## config.mk

```make
export PLATFORM = sky130hd
export DESIGN_NAME = simple_proc_core
export DESIGN_NICKNAME = d
export VERILOG_FILES = /design/src/rtl/simple_proc_pkg.sv /design/src/rtl/proc_addsub.sv /design/src/rtl/simple_proc_core.sv
export SDC_FILE = /design/constraint.sdc
export NUM_CORES = 1
export LEC_CHECK = 0
export ABC_AREA = 1
export ABC_CLOCK_PERIOD_IN_PS = 3700
export BUFFER_PORTS_ARGS = -buffer_cell sky130_fd_sc_hd__buf_2
export CAP_MARGIN = 20
export CORE_MARGIN = 8
export CORE_UTILIZATION = 35
export DETAILED_ROUTE_END_ITERATION = 8
export PLACE_DENSITY = 0.56
export SLEW_MARGIN = 20
export SYNTH_ARGS = -nofsm -noshare
export SYNTH_HDL_FRONTEND = slang
export SYNTH_SLANG_ARGS = --single-unit
```

## constraint.sdc

```tcl
create_clock -name clk -period 3.7 [get_ports clk]
set_input_delay 0.74 -clock clk [delete_from_list [all_inputs] [get_ports clk]]
set_output_delay 0.74 -clock clk [all_outputs]
set_load 0.05 [all_outputs]
```

## src/rtl/simple_proc_pkg.sv

```systemverilog
// ============================================================================
// Module  : simple_proc_pkg
// Brief   : Opcodes, FSM state encoding and bus-select codes for simple_proc_core.
// Revision: 1.0
// ============================================================================
`default_nettype none

package simple_proc_pkg;

  localparam logic [1:0] OP_LOAD = 2'b00;
  localparam logic [1:0] OP_MOVE = 2'b01;
  localparam logic [1:0] OP_ADD  = 2'b10;
  localparam logic [1:0] OP_SUB  = 2'b11;

  localparam logic [2:0] ST_IDLE = 3'd0;
  localparam logic [2:0] ST_T1   = 3'd1;
  localparam logic [2:0] ST_T2   = 3'd2;
  localparam logic [2:0] ST_T3   = 3'd3;
  localparam logic [2:0] ST_DONE = 3'd4;

  typedef enum logic [2:0] {
    S_IDLE = ST_IDLE,
    S_T1   = ST_T1,
    S_T2   = ST_T2,
    S_T3   = ST_T3,
    S_DONE = ST_DONE
  } state_t;

  localparam logic [1:0] SEL_ZERO = 2'd0;
  localparam logic [1:0] SEL_DIN  = 2'd1;
  localparam logic [1:0] SEL_REG  = 2'd2;
  localparam logic [1:0] SEL_G    = 2'd3;

  // ADD and SUB share the three-step A/G path; both have op[1] set.
  function automatic logic is_arith(input logic [1:0] op_i);
    return op_i[1];
  endfunction

endpackage

`default_nettype wire

```

## src/rtl/proc_addsub.sv

```systemverilog
// ============================================================================
// Module  : proc_addsub
// Brief   : Combinational two's-complement add/sub with signed-overflow flag.
// Revision: 1.0
// ============================================================================
`default_nettype none

module proc_addsub #(
  parameter int WIDTH = 16
) (
  input  logic [WIDTH-1:0] i_a,
  input  logic [WIDTH-1:0] i_b,
  input  logic             i_sub,
  output logic [WIDTH-1:0] o_res,
  output logic             o_ovf
);

  logic [WIDTH-1:0] w_b_eff;

  assign w_b_eff = i_sub ? ~i_b : i_b;
  assign o_res   = i_a + w_b_eff + {{(WIDTH-1){1'b0}}, i_sub};
  // Overflow: operands share a sign that the result does not.
  assign o_ovf   = (i_a[WIDTH-1] == w_b_eff[WIDTH-1]) && (o_res[WIDTH-1] != i_a[WIDTH-1]);

endmodule

`default_nettype wire

```

## src/rtl/simple_proc_core.sv

```systemverilog
// ============================================================================
// Module  : simple_proc_core
// Brief   : Register file + A/G accumulator datapath with LOAD/MOVE/ADD/SUB FSM.
// Revision: 1.0
// ============================================================================
`default_nettype none

module simple_proc_core
  import simple_proc_pkg::*;
#(
  parameter int WIDTH = 16,
  parameter int NREGS = 4,
  parameter int IDX_W = $clog2(NREGS)
) (
  input  logic             clk,
  input  logic             rst,
  input  logic             run,
  input  logic [1:0]       op,
  input  logic [IDX_W-1:0] rx,
  input  logic [IDX_W-1:0] ry,
  input  logic [WIDTH-1:0] din,
  output logic             busy,
  output logic             done,
  output logic             ovf,
  output logic [WIDTH-1:0] bus,
  input  logic [IDX_W-1:0] rd_sel,
  output logic [WIDTH-1:0] rd_data
);

  state_t           r_state;
  state_t           w_state_nxt;

  logic [1:0]       r_op;
  logic [IDX_W-1:0] r_rx;
  logic [IDX_W-1:0] r_ry;
  logic [WIDTH-1:0] r_din;
  logic [WIDTH-1:0] r_a;
  logic [WIDTH-1:0] r_g;
  logic             r_ovf;
  logic [WIDTH-1:0] r_regs [NREGS];

  logic [1:0]       r_bus_sel;
  logic [IDX_W-1:0] r_bus_idx;
  logic [1:0]       w_bus_sel_nxt;
  logic [IDX_W-1:0] w_bus_idx_nxt;

  logic             w_accept;
  logic [1:0]       w_op_nxt;
  logic [IDX_W-1:0] w_rx_nxt;
  logic [IDX_W-1:0] w_ry_nxt;

  logic [WIDTH-1:0] w_bus;
  logic [WIDTH-1:0] w_reg_rd;
  logic [WIDTH-1:0] w_rd_data;
  logic             w_we;
  logic             w_load_a;
  logic             w_load_g;
  logic [WIDTH-1:0] w_sum;
  logic             w_ovf;

  assign w_accept = (r_state == S_IDLE) && run;
  assign w_op_nxt = w_accept ? op : r_op;
  assign w_rx_nxt = w_accept ? rx : r_rx;
  assign w_ry_nxt = w_accept ? ry : r_ry;

  always_comb begin
    w_state_nxt = r_state;
    case (r_state)
      S_IDLE:  if (run) w_state_nxt = S_T1;
      S_T1:    w_state_nxt = is_arith(r_op) ? S_T2 : S_DONE;
      S_T2:    w_state_nxt = S_T3;
      S_T3:    w_state_nxt = S_DONE;
      S_DONE:  w_state_nxt = S_IDLE;
      default: w_state_nxt = S_IDLE;
    endcase
  end

  // Bus source is chosen one cycle ahead from the next state and registered
  // with it, so the bus mux is driven purely by flops.
  always_comb begin
    w_bus_sel_nxt = SEL_ZERO;
    w_bus_idx_nxt = '0;
    case (w_state_nxt)
      S_T1: begin
        if (w_op_nxt == OP_LOAD) begin
          w_bus_sel_nxt = SEL_DIN;
        end else if (w_op_nxt == OP_MOVE) begin
          w_bus_sel_nxt = SEL_REG;
          w_bus_idx_nxt = w_ry_nxt;
        end else begin
          w_bus_sel_nxt = SEL_REG;
          w_bus_idx_nxt = w_rx_nxt;
        end
      end
      S_T2: begin
        w_bus_sel_nxt = SEL_REG;
        w_bus_idx_nxt = w_ry_nxt;
      end
      S_T3:    w_bus_sel_nxt = SEL_G;
      default: w_bus_sel_nxt = SEL_ZERO;
    endcase
  end

  // Indices with no backing register read as zero.
  always_comb begin
    w_reg_rd  = '0;
    w_rd_data = '0;
    for (int i = 0; i < NREGS; i++) begin
      if (r_bus_idx == IDX_W'(i)) w_reg_rd  = r_regs[i];
      if (rd_sel    == IDX_W'(i)) w_rd_data = r_regs[i];
    end
  end

  always_comb begin
    case (r_bus_sel)
      SEL_DIN: w_bus = r_din;
      SEL_REG: w_bus = w_reg_rd;
      SEL_G:   w_bus = r_g;
      default: w_bus = '0;
    endcase
  end

  assign w_we     = ((r_state == S_T1) && !is_arith(r_op)) || (r_state == S_T3);
  assign w_load_a = (r_state == S_T1) && is_arith(r_op);
  assign w_load_g = (r_state == S_T2);

  proc_addsub #(
    .WIDTH (WIDTH)
  ) u_addsub (
    .i_a   (r_a),
    .i_b   (w_bus),
    .i_sub (r_op == OP_SUB),
    .o_res (w_sum),
    .o_ovf (w_ovf)
  );

  always_ff @(posedge clk or negedge rst) begin
    if (!rst) begin
      r_state   <= S_IDLE;
      r_bus_sel <= SEL_ZERO;
      r_bus_idx <= '0;
      r_op      <= '0;
      r_rx      <= '0;
      r_ry      <= '0;
      r_din     <= '0;
      r_a       <= '0;
      r_g       <= '0;
      r_ovf     <= 1'b0;
    end else begin
      r_state   <= w_state_nxt;
      r_bus_sel <= w_bus_sel_nxt;
      r_bus_idx <= w_bus_idx_nxt;
      if (w_accept) begin
        r_op  <= op;
        r_rx  <= rx;
        r_ry  <= ry;
        r_din <= din;
      end
      if (w_load_a) r_a <= w_bus;
      if (w_load_g) begin
        r_g   <= w_sum;
        r_ovf <= w_ovf;
      end
    end
  end

  // Out-of-range destinations match no entry, so the write is dropped.
  always_ff @(posedge clk or negedge rst) begin
    if (!rst) begin
      for (int i = 0; i < NREGS; i++) r_regs[i] <= '0;
    end else begin
      for (int i = 0; i < NREGS; i++) begin
        if (w_we && (r_rx == IDX_W'(i))) r_regs[i] <= w_bus;
      end
    end
  end

  assign busy    = (r_state == S_T1) || (r_state == S_T2) || (r_state == S_T3);
  assign done    = (r_state == S_DONE);
  assign ovf     = r_ovf;
  assign bus     = w_bus;
  assign rd_data = w_rd_data;

endmodule

`default_nettype wire

```

After elaboration in Yosys (flattened, before gate mapping)
Index checks and enable logic that the tools add are counted.
{ "word_totals": {"elab_cells": 78, "regBits": 126, "output_inout_bits": 35, "inputBits": 27} }
{ "op_classes": {"eq_ne": 23, "n_bitwise": 1, "addsub": 2, "n_reduce_logical": 17, "n_mux": 21} }
{ "ops": {"columns": ["op", "count"], "rows": [
  ["2-to-1 mux 16 bit", 9],
  ["case mux 16 bit (3 select lines)", 1],
  ["equality test 2 bit, second input constant", 9],
  ["adder 16 x 1 -> 16 bit", 1],
  ["adder 16 bit", 1],
  ["NOT 16 bit", 1],
  ["equality test 3 x 2 -> 1 bit, second input constant", 4],
  ["2-to-1 mux 2 bit", 6],
  ["case mux 3 bit (4 select lines)", 1],
  ["equality test 2 x 1 -> 1 bit, second input constant", 5],
  ["logical AND 1 bit", 8],
  ["logical NOT 2 bit", 4],
  ["equality test 3 x 1 -> 1 bit, second input constant", 2],
  ["2-to-1 mux 3 bit", 2],
  ["case mux 2 bit (3 select lines)", 1],
  ["case mux 2 bit (2 select lines)", 1],
  ["equality test 3 bit, second input constant", 1],
  ["logical NOT 3 bit", 1],
  ["logical OR 1 bit", 3],
  ["equality test 1 bit", 1],
  ["logical NOT 1 bit", 1],
  ["!= test 1 bit", 1]
]} }

Depth between registers and ports, before layout
Gate-level depths: netlist of the first run.
{ "logic_depth": {"word_depth": 12, "mapped_depth": 21} }

By module
Synthesis of the first run repeated with hierarchy kept, for this count alone.
{ "hier_totals": {"hier_cells": 1001, "area_unflattened_um2": 7270.7} }
{ "by_module_without_submodules": {"columns": ["mod", "cells_each", "area_per_inst_um2", "seq_area_each_um2", "instances"], "rows": [
  ["simple_proc_core", 818, 6203.4, 3153.0, 1],
  ["proc_addsub", 183, 1067.3, 0.0, 1]
]} }

Worst setup path after synthesis of the first run
No wires, ideal clock.
{ "synth_timing": {"path_kind": "flip-flop to flip-flop", "from": "register r_bus_idx[0]", "to": "register r_g[14]", "path_stages_with_launch": 20, "path_slack_ps": 249, "arrival_time_ps": 3325, "synth_period_minus_slack_ps": 3451, "path_cell_list": "dfrtp_1 inv_2 nand2_1 buf_2 o22ai_1 a21oi_1 o21ai_0 nand3_1 xor2_1 ha_1 a21oi_1 a21boi_0 nand3_1 nand2_1 inv_1 o21ai_0 nand2_1 or2_2 nand3_1 o21ai_0"} }
{ "synth_via": {"elab_chain_cells": 10, "word_cells_on_any_way": 13, "classes_between": "add/sub: 2; eq/ne: 3; mux: 6; bitwise: 1; reduce/logical: 1"} }
{ "synth_lines": {"columns": ["item", "line", "text"], "rows": [
  ["from (decl)", "simple_proc_core.sv:43", "logic [IDX_W-1:0] r_bus_idx;"],
  ["from (signal assigned)", "simple_proc_core.sv:152", "r_bus_idx <= w_bus_idx_nxt;"],
  ["logical NOT 2 bit", "simple_proc_core.sv:109", "if (r_bus_idx == IDX_W'(i)) w_reg_rd = r_regs[i];"],
  ["2-to-1 mux 16 bit (3 in a row)", "simple_proc_core.sv:109", null],
  ["2-to-1 mux 16 bit *", "simple_proc_core.sv:109", null],
  ["case mux 16 bit (3 select lines) *", "simple_proc_core.sv:115", "case (r_bus_sel)"],
  ["via bus[11]", "simple_proc_core.sv:25", "output logic [WIDTH-1:0] bus,"],
  ["NOT 16 bit", "proc_addsub.sv:20", "assign w_b_eff = i_sub ? ~i_b : i_b;"],
  ["2-to-1 mux 16 bit *", "proc_addsub.sv:20", null],
  ["adder 16 bit *", "proc_addsub.sv:21", "assign o_res = i_a + w_b_eff + {{(WIDTH-1){1'b0}}, i_sub};"],
  ["adder 16 x 1 -> 16 bit *", "proc_addsub.sv:21", null],
  ["to (signal assigned)", "simple_proc_core.sv:161", "r_g <= w_sum;"],
  ["to (decl)", "simple_proc_core.sv:38", "logic [WIDTH-1:0] r_g;"]
]} }
Mark *: on every way through the listed nets, which the timed path passes. The rest lies on a longest branch.
A chain may end at the register's enable or synchronous reset.

Worst setup path after layout of the first run
{ "layout_timing": {"from": "register r_bus_idx[1]", "to": "register r_g[14]"} }
{ "layout_via": {"elab_chain_cells": 10, "word_cells_on_any_way": 13, "classes_between": "add/sub: 2; eq/ne: 3; mux: 6; bitwise: 1; reduce/logical: 1"} }
{ "layout_lines": {"columns": ["item", "line"], "rows": [
  ["logical NOT 2 bit", "simple_proc_core.sv:109"],
  ["2-to-1 mux 16 bit (3 in a row)", "simple_proc_core.sv:109"],
  ["2-to-1 mux 16 bit *", "simple_proc_core.sv:109"],
  ["case mux 16 bit (3 select lines) *", "simple_proc_core.sv:115"],
  ["NOT 16 bit", "proc_addsub.sv:20"],
  ["2-to-1 mux 16 bit *", "proc_addsub.sv:20"],
  ["adder 16 bit *", "proc_addsub.sv:21"],
  ["adder 16 x 1 -> 16 bit *", "proc_addsub.sv:21"]
]} }
Mark *: on every way between the ends. The rest lies on a longest branch, timed or not.

==> out/metrics.cfg, run 1 <==
[cts]
cts_setup_buffers=0
clk_pin_slew_ns=0.06
clkLatencyLatePin_ns=0.42
clockBufferDepth=2
cts_tree=built
h-tree-depth=4
clock_sinks=126
numCtsBuffers=17
cts_resized=0
root_buffer=clkbuf_16
cts_hold_buf=0

[route]
drtAntennaViolNets=0
post-route-drc-count=0
wl_mm=19.62
dr.pass1.iters=6
routedWlPerCell_um=17.09
via_per_inst=5.005
vias=5746
drt_iter0_markers=454

[global_route]
grt_use_total_pct=17.15
grt_first_pass_wirelength_mm=32.11
grt_max_degree=87
antenna_found_initial=0
met3_usage_pct=2.814
grtUsageMet1_pct=23.57
grt-busiest-layer=met2
grt_pass1_vias=5780
grt_use_met2_pct=27.17
grt_overflow_total=0

[critical_path]
max_stage_delay_ns=0.38
cpMaxStageDelayCell=dfrtp_1
worst-path-buf-inv=2
timing.rr.start=r_bus_idx[1]
reg2regPathDepth=18
reg2reg_to=r_g[14]
criticalPathCategory=flop to flop
worstPathCellList=inv_1 -> nand2_1 -> o22ai_1 -> a21oi_1 -> o21ai_0 -> nand3_1 -> xor2_1 -> ha_1 -> a21oi_1 -> a21boi_0 -> nand3_1 -> nand2_1 -> inv_1 -> o21ai_0 -> nand2_1 -> or2_2 -> nand3_1 -> o21ai_0
crit_arrival_ns=3.63
worstPathRequired_ns=4.00
cp-end-kind=flop
setup.worst_path.start_class=flop
crit_family=compound AO/OA/AOI/OAI gates
cp_max_fo=9
r2r_slack_ns=0.37

[sta]
fin_setup_tns_ns=0
min_period_over_period_pct=89.97
rsz0062_at_grt=false
setup_violations=0
slew_headroom_pct=25.40
min_period_ns=3.329
hold_viol_final=0
drv_slew=0
hold_slack_ns=0.3240
worstMarginPinSlew_ns=1.113
clock_skew_ns=0.009414
max_freq_mhz=300.4

[placement]
finalWeightedCongestion=0.8640
io_buffers=61
place_area_um2=7488
placedCellCount=1117
dp_hpwl_mm=14.07

[logic_synthesis]
syn_nets=859
yosys-top-cells-area=dfrtp_1, nand2_1, o21ai_0, inv_1, mux2_2
synth.top_cell.area_share_pct=47.04
synth.distinct_cells=38
synth_area_um2=6703
synthCells=816
yosysWarnings=0
syn_area_per_cell_um2=8.214
ys.flop_type=dfrtp_1
synth_top_area_cell=dfrtp_1
async_flop_share_pct=100.0
yosysSeqAreaShare_pct=47.04
synth_most_common_cell=nand2_1
synthTopCellsByCount=nand2_1, dfrtp_1, o21ai_0
synth-edff-count=0
ys_ff_latch=126

[power_and_ir_drop]
p_leak_nw=3.981
ir_worst_vdd_uv=412.4
power.density_nw_per_um2=1040

[floorplan]
core-area_um2=18770
ios=62
fp.dieW_um=154.4
die_y_um=154.4
dieArea_um2=23830
start_util_pct=35.71
fp-row-count=50

[finish]
fillers=1888
final_area_um2=8066
synthToLayoutAreaGrowth_pct=20.35
finalNetCount=945
fin_util_pct=42.98
drive_above_1_share_pct=19.04
stdcell_count=1148
n_antenna_cell=0

[job]
cap_violations=0

[hold_path]
min_path_type=input pin to asynchronous set/reset pin

[status]
outcome=finished clean

-- worst max-delay path by stage --
stage	start	end	slack, ns	cells after the start
2_1_floorplan	r_bus_idx[0]	r_g[14]	0.25	19
3_3_place_gp	r_bus_idx[1]	r_g[14]	0.51	18
3_5_place_dp	r_bus_idx[1]	r_g[14]	0.41	18
4_1_cts	r_bus_idx[1]	r_g[14]	0.39	18
5_1_grt	r_bus_idx[1]	r_g[14]	0.06	19
6_report	r_bus_idx[1]	r_g[14]	0.37	18
-- per-layer routing --
metal,vias up,part of all wire (%),routed length (µm)
li1,2863,-,-
met1,2717,48,9491
met2,151,46,8946
met3,15,4.9,953
met4,0,1.2,226
met5,-,0,0
-- state kept, by name (all words and copies together), names as in the netlist, 3 cells and up --
name / cells
r_a: 16
r_g: 16
r_din: 16
r_state: 3
r_regs: 64
-- cell usage in the layout, fill, tap and decap left out, types with 4 or more instances in the layout --
cell       synthesis  final
o221ai_2           4      4
nand2_2            5      5
nand3_1           22     22
o211ai_1           5      5
nor2_1            23     23
o221ai_1           7      7
nor3_1             9      4
o21ai_0          116    116
clkbuf_8           0      4
nand2_1          211    211
xor2_1            16     16
clkbuf_16          0     17
dfrtp_1          126    126
o22ai_1           18     18
clkbuf_1          20      4
o2111ai_1          5      5
mux2_2            29     29
ha_1              15     15
buf_4              0     37
a21oi_1           44     44
buf_2             10     60
inv_1            103    103
nor3_2             0      5
-- cell type report --
cell class,instances,area (µm²),share of cell area (%)
Clock buffer,25,495.5,6.142
Tap cell,234,292.8,3.630
Inverter,107,401.6,4.979
Timing Repair Buffer,98,598.1,7.414
Sequential cell,126,3153,39.09
Multi-Input combinational cell,552,3043,37.72
Clock inverter,6,82.58,1.024
-- power breakdown --
group / internal (mW) / total [mW] / switching [mW]
Clock: 1.06 / 1.65 / 0.597
Sequential: 1.94 / 2.24 / 0.297
Combinational: 1.45 / 4.50 / 3.04
-- through the flow --
| step | total power, mW | setup slack, ns |
|---|---|---|
| floorplan | 5.365 | 0.2490 |
| global route | 9.036 | 0.06055 |
| finish | 8.387 | 0.3712 |
| global placement | 6.703 | 0.5100 |
| CTS | 8.406 | 0.3908 |
| detailed placement | 6.720 | 0.4069 |
-- kinds of logic (layout without fill, tap and decap cells) --
group | count (synthesis) | after routing | share of synthesized area (%)
xor gates and xnor gates | 19 | 19 | 2.483
and+or+nand+nor | 279 | 279 | 16.89
AOI/OAI and AO/OA | 209 | 209 | 17.68
DFF | 126 | 126 | 47.04
muxes | 29 | 29 | 4.872
adders and majority gates | 16 | 16 | 3.099
buffers and inverters | 138 | 236 | 7.933
No activity file was read; power rests on OpenSTA's default activity.
==> inputs of run 2 (changes only) <==
--- a/config.mk
+++ b/config.mk
@@ -5,7 +5,6 @@
 export SDC_FILE = /design/constraint.sdc
 export NUM_CORES = 1
 export LEC_CHECK = 0
-export ABC_AREA = 1
 export ABC_CLOCK_PERIOD_IN_PS = 3700
 export BUFFER_PORTS_ARGS = -buffer_cell sky130_fd_sc_hd__buf_2
 export CAP_MARGIN = 20
==> run 2 against run 1 <==
Combinational power grew 1%. Utilization grew 0.33 points. First-iteration DRC count shrank 30%. Synthesized cell count shrank 19%. Sequential share of layout area grew 0.11 points. Global-route usage shrank 1.7 points. Count of clock-buffer cells in the layout shrank 4. Clock skew grew 0.00057 ns.
==> out/metrics.cfg, run 2 <==
[logic_synthesis]
syn_nets=700  ; -19%
yosys-top-cells-area=dfrtp_1, mux4_2, nand2_1, a21oi_1, o21ai_0
synthTopCellsByCount=nand2_1, dfrtp_1, nor2_1
yosys.area_share.simple_pct=13.60  ; -3.3 points
syn_area_per_cell_um2=10.02  ; +22%
yosysSeqAreaShare_pct=47.87  ; +0.83 points
yosysWarnings=0  ; unchanged
yosys.area_share.adder_pct=3.153  ; +0.055 points
synthCells=657  ; -19%
yosys.area_share.xor_xnor_pct=3.856  ; +1.4 points
synth_area_um2=6586  ; -1.7%
ys_ff_latch=126  ; unchanged
synth_compound_gate_area_share_pct=13.75  ; -3.9 points
synth_top_area_cell=dfrtp_1
synth_top_family_by_area=multiplexers
ys.flop_type=dfrtp_1
synth.top_cell.area_share_pct=47.87  ; +0.83 points
muxShareOfSynthArea_pct=14.30  ; +9.4 points
synth.distinct_cells=42  ; +11%
async_flop_share_pct=100.0  ; unchanged
synth_most_common_cell=nand2_1
synth-edff-count=0  ; unchanged

[power_and_ir_drop]
swShare_pct=43.45  ; -3.5 points
clkPwrFrac_pct=21.4  ; +1.7 points
finalPower_mw=8.912  ; +6.3%
p_leak_nw=3.764  ; -5.4%
internal_power_mw=5.040  ; +13%
p_sw_mw=3.872  ; -1.6%
power_frac_seq_pct=27.5  ; +0.8 points
ir_worst_vdd_uv=361.0  ; -12%
combPwrFrac_pct=51.1  ; -2.5 points
power.density_nw_per_um2=1107  ; +6.5%

[cts]
clockBufferDepth=2  ; unchanged
clk_pin_slew_ns=0.06  ; about the same
cts_tree=built
h-tree-depth=4  ; unchanged
clkLatencyLatePin_ns=0.42  ; about the same
cts_setup_buffers=0  ; unchanged
numCtsBuffers=17  ; unchanged
root_buffer=clkbuf_16
clock_sinks=126  ; unchanged
cts_hold_buf=0  ; unchanged

[global_route]
grt_use_total_pct=15.47  ; -1.7 points
grt_pass1_vias=5330  ; -7.8%
grt_max_degree=65  ; -25%
grt_overflow_total=0  ; unchanged
antenna_found_initial=0  ; unchanged
grt_first_pass_wirelength_mm=28.50  ; -11%

[floorplan]
fp-row-count=50  ; unchanged
start_util_pct=35.45  ; -0.27 points
fp.dieW_um=153.2  ; -0.78%
ios=62  ; unchanged
die_y_um=153.2  ; -0.78%
dieArea_um2=23460  ; -1.6%
core-area_um2=18580  ; -1.0%

[sta]
hold_viol_final=0  ; unchanged
worstMarginPinSlew_ns=0.8371  ; -0.2759 ns
max_freq_mhz=288.9  ; -3.8%
slew_headroom_pct=44.19  ; +19 points
drv_slew=0  ; unchanged
clock_skew_ns=0.009987  ; +0.0005734 ns
setup_violations=0  ; unchanged
min_period_ns=3.461  ; +0.1325 ns
min_period_over_period_pct=93.55  ; +3.6 points

[route]
drt_iter0_markers=318  ; -30%
routedWlPerCell_um=18.06  ; +5.7%
drtAntennaViolNets=0  ; unchanged
via_per_inst=5.217  ; +4.2%
post-route-drc-count=0  ; unchanged
vias=5118  ; -11%
wl_mm=17.71  ; -9.7%
dr.pass1.iters=5  ; -1

[placement]
io_buffers=61  ; unchanged
placedCellCount=950  ; -15%
finalWeightedCongestion=0.8970  ; +3.8%
dp_hpwl_mm=12.76  ; -9.3%

[status]
outcome=finished clean

[critical_path]
reg2regPathDepth=13  ; -5
cpMaxStageDelayCell=mux4_2
timing.rr.start=r_bus_idx[0]
criticalPathCategory=flop to flop
max_stage_delay_ns=0.53  ; +0.15 ns
reg2reg_to=ovf
crit_arrival_ns=3.72  ; +0.09 ns
setup.worst_path.start_class=flop
cp-end-kind=flop
worstPathCellList=buf_6 -> mux4_2 -> mux2_2 -> a22oi_1 -> xnor2_1 -> ha_1 -> a21oi_1 -> nor2_1 -> a211oi_1 -> nand2_1 -> o21ai_2 -> mux2i_1 -> o21ai_0
worstPathRequired_ns=3.96  ; -0.04 ns
cp_max_fo=11  ; +2
r2r_slack_ns=0.24  ; -0.13 ns

[hold_path]
min_path_type=input pin to asynchronous set/reset pin

[finish]
stdcell_count=981  ; -15%
drive_above_1_share_pct=25.30  ; +6.3 points
n_antenna_cell=0  ; unchanged
final_cell_mix=nand2_1, dfrtp_1, nor2_1
synthToLayoutAreaGrowth_pct=22.19
fin_util_pct=43.31  ; +0.33 points
largest_reg_flops=64  ; unchanged
layout_commonest_cell=nand2_1
ff_latch_area_um2=3154  ; about the same
top_register=r_regs
fillers=1725  ; -8.6%
multi_input_area_um2=3256  ; +7.0%
finalNetCount=778  ; -18%

[job]
cap_violations=0  ; unchanged

-- run 2: changes by cell type in the layout (fill, tap and decap cells not counted), sizes merged, moves of 16 or more --
| cell | delta |
|---|---|
| inv | -85 |
| nand2 | -84 |
| o21ai | -56 |
| nor2 | +40 |
| mux4 | +32 |
| xnor2 | +20 |
| nand3 | -19 |
| o22ai | -18 |
| a22oi | +16 |
-- run 2: cells by family (layout without fill, tap and decap cells) --
logic type	Yosys count	in the layout
and+or+nand+nor	221	221
AOI/OAI and AO/OA	156	156
DFF	126	126
buffers and inverters	58	148
muxes	51	51
xor gates and xnor gates	29	29
adders and majority gates	16	16
-- run 2: cell type report --
type                            count  area share (%)
Multi-Input combinational cell    473           40.45
Sequential cell                   126           39.19
Timing Repair Buffer               96           7.292
Clock buffer                       21           5.846
Tap cell                          234           3.638
Clock inverter                     10           2.596
Inverter                           21          0.9795
-- run 2: routing by layer --
layer  vias up  share of wire (%)  global-route usage (%)
met1      2538                 45                   18.99
li1       2437                  -                       -
met5         -                  0                       0
met2       119                 49                   25.86
met4         0                1.7                   5.561
met3        24                4.3                   4.032
-- run 2: power groups by stage --
stage | Combinational, mW | Sequential (mW) | Clock (mW)
CTS | 4.55 | 2.44 | 1.93
detailed placement | 4.53 | 2.45 | 0
finish | 4.56 | 2.45 | 1.91
floorplan | 3.34 | 2.27 | 0
global placement | 4.45 | 2.41 | 0
global route | 4.98 | 2.52 | 1.99
-- run 2: worst max path at each step --
stage                 start  endpoint  slack [ns]  depth (start not counted)
2_1_floorplan  r_bus_idx[0]       ovf        0.09                         14
3_3_place_gp   r_bus_idx[0]   r_g[14]        0.20                         11
3_5_place_dp   r_bus_idx[0]   r_g[14]         0.1                         11
4_1_cts        r_bus_idx[0]   r_g[14]         0.1                         14
5_1_grt        r_bus_idx[0]       ovf       -0.07                         13
6_report       r_bus_idx[0]       ovf        0.24                         13
-- run 2: stage by stage --
| stage | worst slack, ns | TNS [ns] | hold WS [ns] | area (µm²) |
|---|---|---|---|---|
| 2_1_floorplan | 0.09386 | 0 | 0.4410 | 6586 |
| 3_3_place_gp | 0.1955 | 0 | 0.4563 | 7335 |
| 3_5_place_dp | 0.09982 | 0 | 0.4644 | 7335 |
| 4_1_cts | 0.09800 | 0 | 0.4532 | 8014 |
| 5_1_grt | -0.06519 | -0.08419 | 0.4765 | 8048 |
| 6_report | 0.2388 | 0 | 0.4005 | 8048 |
-- run 2: repair_timing --
action                     CTS  global route
gates resized for setup      0            10
setup endpoints to repair    0             8
hold endpoints to repair     0             0
-- run 2: critical path: cells and delay by family, from the launching register on --
family | cells | cell delay [ns]
multiplexers | 3 | 1.00
XOR/XNOR | 1 | 0.16
buffers and inverters | 1 | 0.21
AO/OA/AOI/OAI | 5 | 1.04
flip-flops | 1 | 0.41
adder cells (fa/ha/maj) | 1 | 0.30
AND/OR/NAND/NOR | 2 | 0.19
